===== src/rtl/imm_decode_ctrl.sv =====
// ============================================================================
// Module      : imm_decode_ctrl
// Description : LEGv8 immediate decoder feeding a 2-entry valid/ready buffer.
// Revision    : 1.0 - initial release
// ============================================================================
`default_nettype none

module imm_decode_ctrl (
  input  logic        clk,
  input  logic        reset_n,
  input  logic        in_valid,
  input  logic [31:0] in_instr,
  output logic        in_ready,
  input  logic        flush,
  output logic        out_valid,
  input  logic        out_ready,
  output logic [63:0] out_imm,
  output logic [2:0]  out_type,
  output logic [63:0] out_mask,
  output logic [31:0] imm_count
);

  localparam logic [2:0] TYPE_NONE  = 3'd0;
  localparam logic [2:0] TYPE_ALU12 = 3'd1;
  localparam logic [2:0] TYPE_MEM9  = 3'd2;
  localparam logic [2:0] TYPE_CBR19 = 3'd3;
  localparam logic [2:0] TYPE_BR26  = 3'd4;
  localparam logic [2:0] TYPE_MOVZ  = 3'd5;
  localparam logic [2:0] TYPE_MOVK  = 3'd6;

  logic [63:0] dec_imm;
  logic [2:0]  dec_type;
  logic [63:0] dec_mask;
  logic [5:0]  hw_shift;

  logic [63:0] imm_mem_q  [2];
  logic [63:0] imm_mem_d  [2];
  logic [2:0]  type_mem_q [2];
  logic [2:0]  type_mem_d [2];
  logic [63:0] mask_mem_q [2];
  logic [63:0] mask_mem_d [2];
  logic [1:0]  count_q, count_d;
  logic        rd_ptr_q, rd_ptr_d;
  logic        wr_ptr_q, wr_ptr_d;
  logic [31:0] imm_count_q, imm_count_d;
  logic        push;
  logic        pop;

  // First matching class wins; unmatched encodings fall through to NONE.
  always_comb begin
    dec_type = TYPE_NONE;
    dec_imm  = 64'd0;
    dec_mask = {64{1'b1}};
    hw_shift = {in_instr[22:21], 4'b0000};
    if (in_instr[31:26] == 6'b000101 || in_instr[31:26] == 6'b100101) begin
      dec_type = TYPE_BR26;
      dec_imm  = {{36{in_instr[25]}}, in_instr[25:0], 2'b00};
    end else if (in_instr[31:24] == 8'b10110100 || in_instr[31:24] == 8'b10110101 ||
                 in_instr[31:24] == 8'b01010100) begin
      dec_type = TYPE_CBR19;
      dec_imm  = {{43{in_instr[23]}}, in_instr[23:5], 2'b00};
    end else if (in_instr[31:21] == 11'b11111000010 || in_instr[31:21] == 11'b11111000000) begin
      dec_type = TYPE_MEM9;
      dec_imm  = {{55{in_instr[20]}}, in_instr[20:12]};
    end else if (in_instr[31:23] == 9'b110100101) begin
      dec_type = TYPE_MOVZ;
      dec_imm  = {48'd0, in_instr[20:5]} << hw_shift;
    end else if (in_instr[31:23] == 9'b111100101) begin
      dec_type = TYPE_MOVK;
      dec_imm  = {48'd0, in_instr[20:5]} << hw_shift;
      dec_mask = ~(64'h0000_0000_0000_FFFF << hw_shift);
    end else begin
      case (in_instr[31:22])
        10'b1001000100, 10'b1101000100, 10'b1011000100, 10'b1111000100,
        10'b1001001000, 10'b1011001000, 10'b1101001000: begin
          dec_type = TYPE_ALU12;
          dec_imm  = {52'd0, in_instr[21:10]};
        end
        default: ;
      endcase
    end
  end

  // Ready depends only on registered occupancy, never on out_ready.
  assign in_ready  = (count_q != 2'd2);
  assign out_valid = (count_q != 2'd0);
  assign out_imm   = imm_mem_q[rd_ptr_q];
  assign out_type  = type_mem_q[rd_ptr_q];
  assign out_mask  = mask_mem_q[rd_ptr_q];
  assign imm_count = imm_count_q;

  always_comb begin
    push        = in_valid & in_ready;
    pop         = out_valid & out_ready;
    count_d     = count_q;
    rd_ptr_d    = rd_ptr_q;
    wr_ptr_d    = wr_ptr_q;
    imm_mem_d   = imm_mem_q;
    type_mem_d  = type_mem_q;
    mask_mem_d  = mask_mem_q;
    imm_count_d = imm_count_q;

    // Counts accepted entries even when the same cycle is flushed.
    if (push && dec_type != TYPE_NONE) imm_count_d = imm_count_q + 32'd1;

    if (flush) begin
      count_d  = 2'd0;
      rd_ptr_d = 1'b0;
      wr_ptr_d = 1'b0;
    end else begin
      if (push) begin
        imm_mem_d[wr_ptr_q]  = dec_imm;
        type_mem_d[wr_ptr_q] = dec_type;
        mask_mem_d[wr_ptr_q] = dec_mask;
        wr_ptr_d             = ~wr_ptr_q;
      end
      if (pop) rd_ptr_d = ~rd_ptr_q;
      case ({push, pop})
        2'b10:   count_d = count_q + 2'd1;
        2'b01:   count_d = count_q - 2'd1;
        default: count_d = count_q;
      endcase
    end
  end

  always_ff @(posedge clk or negedge reset_n) begin
    if (!reset_n) begin
      count_q     <= 2'd0;
      rd_ptr_q    <= 1'b0;
      wr_ptr_q    <= 1'b0;
      imm_count_q <= 32'd0;
      for (int i = 0; i < 2; i++) begin
        imm_mem_q[i]  <= 64'd0;
        type_mem_q[i] <= TYPE_NONE;
        mask_mem_q[i] <= {64{1'b1}};
      end
    end else begin
      count_q     <= count_d;
      rd_ptr_q    <= rd_ptr_d;
      wr_ptr_q    <= wr_ptr_d;
      imm_count_q <= imm_count_d;
      imm_mem_q   <= imm_mem_d;
      type_mem_q  <= type_mem_d;
      mask_mem_q  <= mask_mem_d;
    end
  end

endmodule

`default_nettype wire


===== config.mk =====
export PLATFORM = sky130hd
export DESIGN_NAME = imm_decode_ctrl
export DESIGN_NICKNAME = d
export VERILOG_FILES = /design/src/rtl/imm_decode_ctrl.sv
export SDC_FILE = /design/constraint.sdc
export NUM_CORES = 1
export LEC_CHECK = 0
export ABC_CLOCK_PERIOD_IN_PS = 2900
export CORE_ASPECT_RATIO = 1.1
export CORE_UTILIZATION = 30
export DETAILED_ROUTE_END_ITERATION = 12
export SYNTH_ARGS = -nofsm -noshare
export SYNTH_HDL_FRONTEND = slang
export SYNTH_SLANG_ARGS = --single-unit

===== constraint.sdc =====
create_clock -name clk -period 2.9 [get_ports clk]
set_input_delay 0.435 -clock clk [delete_from_list [all_inputs] [get_ports clk]]
set_output_delay 0.435 -clock clk [all_outputs]
set_load 0.02 [all_outputs]

==> results.py <==
metrics = {
    "synth": {
        "netlist_instances": 942,
        "yosys_most_used_dff": "dfrtp_1",
        "synth_warnings": 0,
        "yosysTopAreaCell": "dfrtp_1",
        "synth_area_leaders": "dfrtp_1 47%, mux2_2 10%, buf_4 4.9%",
        "synth_top_area_share_pct": 46.66,
        "synth_seq_area_share_pct": 48.97,
        "syn-cell-area_sq_mm": 0.009116,
        "synth_cell_types": 54,
        "synth-seq-cells": 178,
        "syn-num-nets": 980,
        "synth_edf_count": 0,
        "async_flop_share_pct": 100.0,
        "syn_area_per_cell_sq_um": 9.678,
    },
    "worst_setup_path": {
        "cp-end-kind": "output pin",
        "r2r_cells": 6,
        "reg2reg_slack_ns": 0.77,
        "critPathBufInv": 2,
        "r2r_end": "imm_count[28]",
        "critPathLaunchType": "flop",
        "cp_max_fo": 32,
        "r2r_start": "count_q[0]",
        "cp_cell_sequence": "buf_12, mux2_2, clkdlybuf4s50_1",
        "critPathKind": "flop to output pin",
        "arrival_ns": 2.30,
        "cp_top_family": "buffers and inverters",
        "max_stage_delay_ns": 0.58,
        "cp.required_ns": 2.47,
        "cp_slowest_cell": "clkdlybuf4s50_1",
    },
    "route": {
        "dr.first_iter.drc_count": 528,
        "drc": 0,
        "drt_wl_total_mm": 26.94,
        "first_pass_iters": 5,
        "post_drt_wl_per_cell_microns": 18.26,
        "via_per_inst": 5.096,
        "ant_nets": 0,
        "vias": 7517,
    },
    "floorplanning": {
        "placement_rows": 66,
        "core_sq_mm": 0.02973,
        "start_util_pct": 30.66,
        "die_area_sq_mm": 0.03109,
        "die_x_microns": 168.2,
        "die_h_microns": 184.8,
        "pin_count": 202,
    },
    "cts": {
        "cts.sinks": 178,
        "path_clk_slew_ns": 0.07,
        "root_buffer": "clkbuf_16",
        "ctsResizeCount": 0,
        "cts_hold_buf": 0,
        "cts_max_path_buffers": 2,
        "cts-buffers-inserted": 17,
        "cts_max_level": 4,
        "cts_tree": "done",
        "clkLatencyLatePin_ns": 0.44,
        "cts_setup_buffers": 0,
    },
    "finish": {
        "fin_nets": 1127,
        "layout-drive-gt1-share_pct": 17.08,
        "syn2layout_area_growth_pct": 31.03,
        "fin_util_pct": 40.18,
        "fill_cells": 2932,
        "n_antenna_cell": 0,
    },
    "pwr": {
        "total_power_mw": 7.344,
        "switchingPower_mw": 2.359,
        "p_seq_share_pct": 41.5,
        "internal_power_mw": 4.984,
        "power_leakage_nw": 5.078,
        "combPwrFrac_pct": 28.9,
        "clockPowerShare_pct": 29.5,
        "power.density_mw_per_mm2": 614.8,
        "p_sw_share_pct": 32.13,
        "peakVddDrop_uv": 344.5,
    },
    "sta": {
        "rsz0062_at_grt": "no",
        "worst_pin_slew_ns": 0.6631,
        "period_minus_slack_ns": 2.732,
        "finalSetupViolCount": 0,
        "slew_viol_final": 0,
        "finalClockSkew_ns": 0.01172,
        "relSlewSlack_pct": 55.79,
        "fin_crit_sh_pct": 94.22,
        "hold_violations": 11,
        "hold_ws_ns": -0.02519,
        "max_freq_mhz": 366.0,
    },
    "global_routing": {
        "grt_max_degree": 64,
        "grt.overflow.total": 0,
        "grt_pass1_vias": 7325,
        "grt_use_total_pct": 17.48,
        "antenna_found_initial": 0,
        "grt_pass1_wl_mm": 41.96,
    },
    "outcome": {
        "status": "finished, violations left",
        "violations": "negative hold slack",
    },
    "place": {
        "gp_congestion": 0.8431,
        "io_buffers": 201,
        "dp_hpwl_mm": 18.97,
    },
    "worst_hold_path": {
        "min_path_type": "primary input to async pin",
    },
    "job": {
        "cap_viol_max_count": 0,
    },
}
power by group through the flow:
stage | Clock [mW] | Combinational (mW) | Sequential (mW)
after detailed placement | 0 | 2.14 | 3.09
after global placement | 0 | 2.13 | 3.08
after floorplan | 0 | 1.34 | 3.05
final | 2.17 | 2.12 | 3.05
after CTS | 2.22 | 2.15 | 3.05
after global routing | 2.32 | 2.29 | 3.10
layout by cell type, fill, tap and decap left out, types with 6 or more instances in the layout:
cell / instances
a21oi_1: 79
nand3_1: 15
and3_1: 15
o221ai_1: 6
a221oi_1: 16
clkbuf_16: 17
clkdlybuf4s50_1: 200
a221o_1: 9
nor2_1: 106
nor3_1: 15
dfrtp_1: 169
o21ai_0: 56
buf_12: 9
dfstp_2: 8
a21o_1: 6
mux2_2: 84
xor2_1: 21
nand2_1: 116
buf_4: 43
nand4_1: 14
xnor2_1: 13
cell usage after synthesis (5+ instances only):
library cell and n:
and4_1 5, xor2_1 21, a21o_1 6, and3_1 15
mux2_2 84, dfstp_2 8, nor2_1 108, nand2_1 116
a221oi_1 16, dfrtp_1 170, a221o_1 9, a21oi_1 79
nor3_1 17, o21ai_0 56, buf_4 60, nand3_1 15
nor4_1 6, and2_1 5, o221ai_1 6, clkbuf_1 57
xnor2_1 13, nand4_1 14
registers in the layout (all words and copies together) (netlist names):
| register | count |
|---|---|
| wr_ptr_q | 1 |
| count_q | 2 |
| type_mem_q | 6 |
| mask_mem_q | 8 |
| imm_mem_q | 128 |
| imm_count | 32 |
| rd_ptr_q | 1 |
kinds of logic after synthesis:
family                     Yosys count  share of synthesized area, %
adders and majority gates            1                        0.1372
and+or+nand+nor                    326                         16.50
buffers and inverters              128                         8.029
xor gates and xnor gates            34                         3.267
muxes                               84                         10.38
AOI/OAI and AO/OA                  191                         12.72
DFF                                178                         48.97
how the worst max path moves through the flow:
| stage | start | end | slack, ns | cells after the start |
|---|---|---|---|---|
| floorplan | in_instr[29] | imm_count[17] | 0.64 | 8 |
| global placement | in_instr[25] | imm_count[1] | 0.03 | 7 |
| detailed placement | in_instr[25] | imm_count[1] | -0.001 | 7 |
| CTS | rd_ptr_q | out_mask[8] | 0.12 | 3 |
| global route | rd_ptr_q | out_mask[12] | 0.07 | 3 |
| finish | rd_ptr_q | out_mask[9] | 0.17 | 3 |
metal layers:
layer,share of wire [%],track usage [%],vias to the layer above
li1,-,-,3519
met1,44,23.28,3708
met2,48,28.46,272
met3,7.2,4.658,18
met4,0.83,3.636,0
met5,0,0,-
metrics by stage:
stage | instance area (sq um) | setup TNS [ns] | setup slack (ns) | hold WS, ns | instances
after global routing | 11950 | 0 | 0.06871 | 0.03064 | 1475
after detailed placement | 11400 | -0.001385 | -0.001385 | 0.4623 | 1444
final | 11950 | 0 | 0.1676 | -0.02519 | 1475
after global placement | 11400 | 0 | 0.02987 | 0.4543 | 1444
after floorplan | 9116 | 0 | 0.6437 | 0.1394 | 942
after CTS | 11950 | 0 | 0.1174 | 0.006069 | 1475
area by class of cell:
type | instances | area (sq um) | area share [%]
Sequential cell | 178 | 4466 | 37.38
Tap cell | 374 | 467.9 | 3.917
Multi-Input combinational cell | 636 | 3941 | 32.99
Clock inverter | 12 | 100.1 | 0.8380
Clock buffer | 19 | 442.9 | 3.708
Inverter | 3 | 11.26 | 0.09427
Timing Repair Buffer | 253 | 2516 | 21.06
Note: power is estimated with default switching activity, not from simulation.
==> patch 1 (same flow settings) <==
Reset style: synchronous (`reset_n`), changed in one clocked block.
--- a/src/rtl/imm_decode_ctrl.sv
+++ b/src/rtl/imm_decode_ctrl.sv
@@ -123,7 +123,7 @@
     end
   end
 
-  always_ff @(posedge clk or negedge reset_n) begin
+  always_ff @(posedge clk) begin
     if (!reset_n) begin
       count_q     <= 2'd0;
       rd_ptr_q    <= 1'b0;
Check against the original RTL: not settled (the Yosys comparison gave no result); the edit may change what the design does.
==> patch 1 against the unedited design <==
Routed wire length increased by 2.3%; non-clock buffer count rose by 14; global-route usage increased by 0.86 points; hold slack improved by 0.48 ns; sequential cell count unchanged; critical path depth up 5; clock skew is essentially flat; synthesized cell count increased by 10%; synthesized area is 4.9% lower; setup slack improved by 0.14 ns; cell area is 3.2% lower.
Power is not compared: it rests on default switching activity, and its combinational part moved more than twofold at a synthesized area within 25%.
==> patch 1: results (changes against the unedited design) <==
- Status: finished, final reports clean
- Primary FF master, synth: dfxtp_1
- Pin slew with the least headroom to its limit: 1.00 ns (+0.339 ns)
- Largest net degree at the start of global routing: 110 (+72%)
- Hold slack final: 0.451 ns (+0.476 ns)
- Diodes inserted: 0 (unchanged)
- Reg-to-reg setup timing slack: 0.62 ns (-0.15 ns)
- Sequential-to-total area share from yosys stat: 41.1% (-7.9 points)
- Number of global-route vias before repair: 7,655 (+4.5%)
- Initial drt markers: 631 (+20%)
- CP max FO: 23 (-28%)
- Ys async rst share: 0% (-100 points)
- Net count, final: 1,219 (+8.2%)
- Critical path origin: in_instr[25]
- Clk_skew: 0.0114 ns (-0.000268 ns)
- Worst skew pair latency: 0.44 ns (about the same)
- Antenna violations before repair: 0 (unchanged)
- Synth warnings: 0 (unchanged)
- HP Class: reg2reg
- Fill cell count: 2,795 (-4.7%)
- I/O Buffers: 201 (unchanged)
- GPL Wtd Cong: 0.873 (+3.5%)
- Crit share post-route: 89.3% (-4.9 points)
- CP arrival: 2.94 ns (+0.64 ns)
- Clk buf depth: 2 (unchanged)
- Total track usage: 18.3% (+0.86 points)
- Hpwl dp: 18.9 mm (-0.38%)
- FF-to-FF Start: imm_count[0]
- P_int: 4.04 mW
- CTS buffer count: 17 (unchanged)
- Top cells by count, synth: dfxtp_1 (178), a21oi_1 (159), o21ai_0 (121)
- Share of cells above drive strength 1: 15.4% (-1.7 points)
- Syn Nets: 1,077 (+9.9%)
- Synth area leaders: dfxtp_1 (41%), mux2_2 (9.2%), a21oi_1 (9.2%), o21ai_0 (7.0%), buf_4 (5.2%)
- Beginning of the worst hold path: imm_mem_q[65]
- Max reg flops: 128 (unchanged)
- Vias/cell: 5.22 (+2.5%)
- Dpl ws: -0.142 ns (-0.140 ns)
- Wirelength, routed: 27.6 mm (+2.3%)
- Reg clk slew, reported paths: 0.07 ns (about the same)
- First-pass GRT wire length: 42.5 mm (+1.2%)
==> patch 1: path summary, 6_finish.rpt <==
| check | end | cells past startpoint |
|---|---|---|
| max | imm_count[7] | 8 |
| min | imm_mem_q[65] | 2 |
| max reg2reg | imm_count[30] | 8 |
| min reg2reg | imm_mem_q[65] | 2 |
==> patch 1: layout make-up <==
class	count	share of cell area (%)
multi-input combinational	708	37.4
sequential	178	30.8
timing repair buffer	267	22.8
tap	363	3.93
clock buffer	20	3.86
clock inverter	12	0.865
inverter	8	0.260
==> patch 1: through the flow <==
| stage | cells | util (%) | power [mW] | cell area (um2) |
|---|---|---|---|---|
| finish | 1556 | 41.2 | 5.59 | 11600 |
| global route | 1556 | 41.2 | 5.79 | 11600 |
| CTS | 1556 | 41.2 | 5.63 | 11600 |
| detailed placement | 1524 | 39.2 | 3.44 | 11000 |
| floorplan | 1038 | - | 3.09 | 8670 |
| global placement | 1524 | 39.2 | 3.44 | 11000 |
==> patch 1: routing by layer <==
layer | GRT usage [%] | up-vias | routed length [um]
li1 | - | 3959 | -
met2 | 29.7 | 298 | 13000
met1 | 24.3 | 3836 | 12400
met4 | 5.04 | 0 | 431
met5 | 0 | - | 0
met3 | 3.91 | 32 | 1770
==> patch 1: kinds of logic (layout without fill, tap and decap cells) <==
| kind of cell | Yosys count | after routing | synth area share [%] |
|---|---|---|---|
| AO/OA/AOI/OAI | 371 | 371 | 24.7 |
| XOR/XNOR | 7 | 7 | 0.707 |
| adder cells (fa/ha/maj) | 2 | 2 | 0.289 |
| buffers and inverters | 152 | 307 | 9.41 |
| flip-flops | 178 | 178 | 41.1 |
| multiplexers | 74 | 74 | 9.57 |
| AND/OR/NAND/NOR | 254 | 254 | 14.2 |
==> patch 1: power groups by stage <==
| stage | Clock, mW | Sequential [mW] | Combinational [mW] |
|---|---|---|---|
| floorplan | 0 | 2.61 | 0.481 |
| detailed placement | 0 | 2.62 | 0.825 |
| CTS | 2.24 | 2.56 | 0.830 |
| global route | 2.34 | 2.57 | 0.878 |
| finish | 2.20 | 2.56 | 0.826 |
| global placement | 0 | 2.62 | 0.823 |
==> patch 1: critical path: stages <==
cell             delay, ns
clkdlybuf4s50_1       0.50
or4b_1                0.62
o22a_1                0.28
o21ai_4               0.19
o31ai_4               0.19
buf_4                 0.24
or3_1                 0.34
a21oi_1               0.14
==> patch 2 (same settings) <==
Made on the original files. Register the output `imm_count` once more; this adds one clock of latency there. The other outputs are not delayed to match.
--- a/src/rtl/imm_decode_ctrl.sv
+++ b/src/rtl/imm_decode_ctrl.sv
@@ -87,7 +87,9 @@
   assign out_imm   = imm_mem_q[rd_ptr_q];
   assign out_type  = type_mem_q[rd_ptr_q];
   assign out_mask  = mask_mem_q[rd_ptr_q];
-  assign imm_count = imm_count_q;
+  always_ff @(posedge clk) begin
+    imm_count <= imm_count_q;
+  end
 
   always_comb begin
     push        = in_valid & in_ready;
Function: not settled (the Yosys comparison gave no result); the edit may change what the design does.
==> patch 2 against the unedited design <==
Cell area grew 8.1%; register-to-register slack worse by 0.05 ns; sequential cell count grew 32; global-route usage shrank 0.63 points; routed wire length up 5.5%; synthesized area up 7.5%; power rose by 20%; setup slack worse by 0.085 ns; critical path type unchanged; highest routed layer is now met5.
==> patch 2: results (changes against the unedited design) <==
- Routing usage on met1: 22.9% (-0.41 points)
- Share of cells above drive strength 1: 18.3% (+1.2 points)
- Fill cell count: 3,091 (+5.4%)
- Synth cell types: 53 (-1.9%)
- Met1 Wirelength: 12.4 mm (+3.8%)
- Met3 usage: 3.10% (-1.6 points)
- Non-Filler Instances: 1,573 (+6.6%)
- Reg2Reg Depth: 7 (+1)
- Sequential-to-total area share from yosys stat: 52.1% (+3.1 points)
- Hpwl dp: 19.5 mm (+2.8%)
- Total track usage: 16.8% (-0.63 points)
- Via Count: 7,858 (+4.5%)
- Worst path slowest cell: dfrtp_4
- Routed length on met2: 13.1 mm (+2.5%)
- Met2 Use GR: 26.5% (-1.9 points)
- Routed wl met3: 2.06 mm (+6.6%)
- H-tree Lvls: 1 (-3)
- Syn Nets: 1,014 (+3.5%)
- HP Class: reg2reg
- CP arrival: 2.38 ns (+0.08 ns)
- Status: finished, final reports clean
- CTS buffer count: 23 (+6)
- First-pass GRT wire length: 44.1 mm (+5.0%)
- GPL Wtd Cong: 0.874 (+3.6%)
- Reg-to-reg setup timing slack: 0.72 ns (-0.05 ns)
- Max-slew headroom: 44.3% (-12 points)
- Sequential share of power: 40.7% (-0.8 points)
- DR top layer: met5
- Synth area leaders: dfrtp_1 (43%), mux2_2 (10%), dfxtp_1 (6.5%), a21oi_1 (5.0%), buf_4 (4.7%)
- Initial drt markers: 782 (+48%)
- VDD IR max: 0.333 mV (-3.5%)
- Worst Setup EP: out_imm[22]
patch 2: area by class of cell:
| type | count | share of cell area [%] |
|---|---|---|
| clock buffers | 28 | 4.91 |
| flip-flops and latches | 210 | 39.6 |
| multi-input cells | 629 | 30.6 |
| inverters | 6 | 0.174 |
| clock inverters | 14 | 0.978 |
| diodes | 3 | 0.0581 |
| repair buffers | 257 | 19.6 |
| well taps | 426 | 4.13 |
patch 2: through the flow:
stage	power (mW)	utilization [%]	setup WS, ns	area (um2)
2_1_floorplan	5.09	-	0.546	9800
3_3_place_gp	5.94	37.7	0.0680	12100
3_5_place_dp	5.98	37.7	0.0534	12100
4_1_cts	8.94	40.1	0.000393	12900
5_1_grt	9.28	40.1	0.0101	12900
6_report	8.85	40.1	0.0826	12900
patch 2: worst min path at each step:
stage | slack (ns) | endpoint | cells past startpoint | from
after floorplan | 0.14 | count_q[0] | 0 | reset_n
after global placement | 0.36 | imm_count[22] | 0 | imm_count_q[22]
after detailed placement | 0.37 | imm_count[22] | 0 | imm_count_q[22]
after CTS | 0.39 | imm_count[22] | 0 | imm_count_q[22]
after global routing | 0.40 | imm_count[22] | 0 | imm_count_q[22]
final | 0.39 | imm_count[22] | 0 | imm_count_q[22]
patch 2: cells by family (layout without fill, tap and decap cells):
logic type | Yosys count | after routing | share of synthesized area, %
other | 0 | 3 | 0
and+or+nand+nor | 308 | 308 | 14.5
DFF | 210 | 210 | 52.1
muxes | 88 | 88 | 10.1
adders and majority gates | 1 | 1 | 0.128
AOI/OAI and AO/OA | 198 | 198 | 12.1
xor gates and xnor gates | 34 | 34 | 3.04
buffers and inverters | 137 | 305 | 7.94
patch 2: what timing repair did:
action                     4_1_cts  5_1_grt
gates resized for setup          0        1
hold endpoints to repair         2        0
setup endpoints to repair        0       35
hold buffers                     1        0
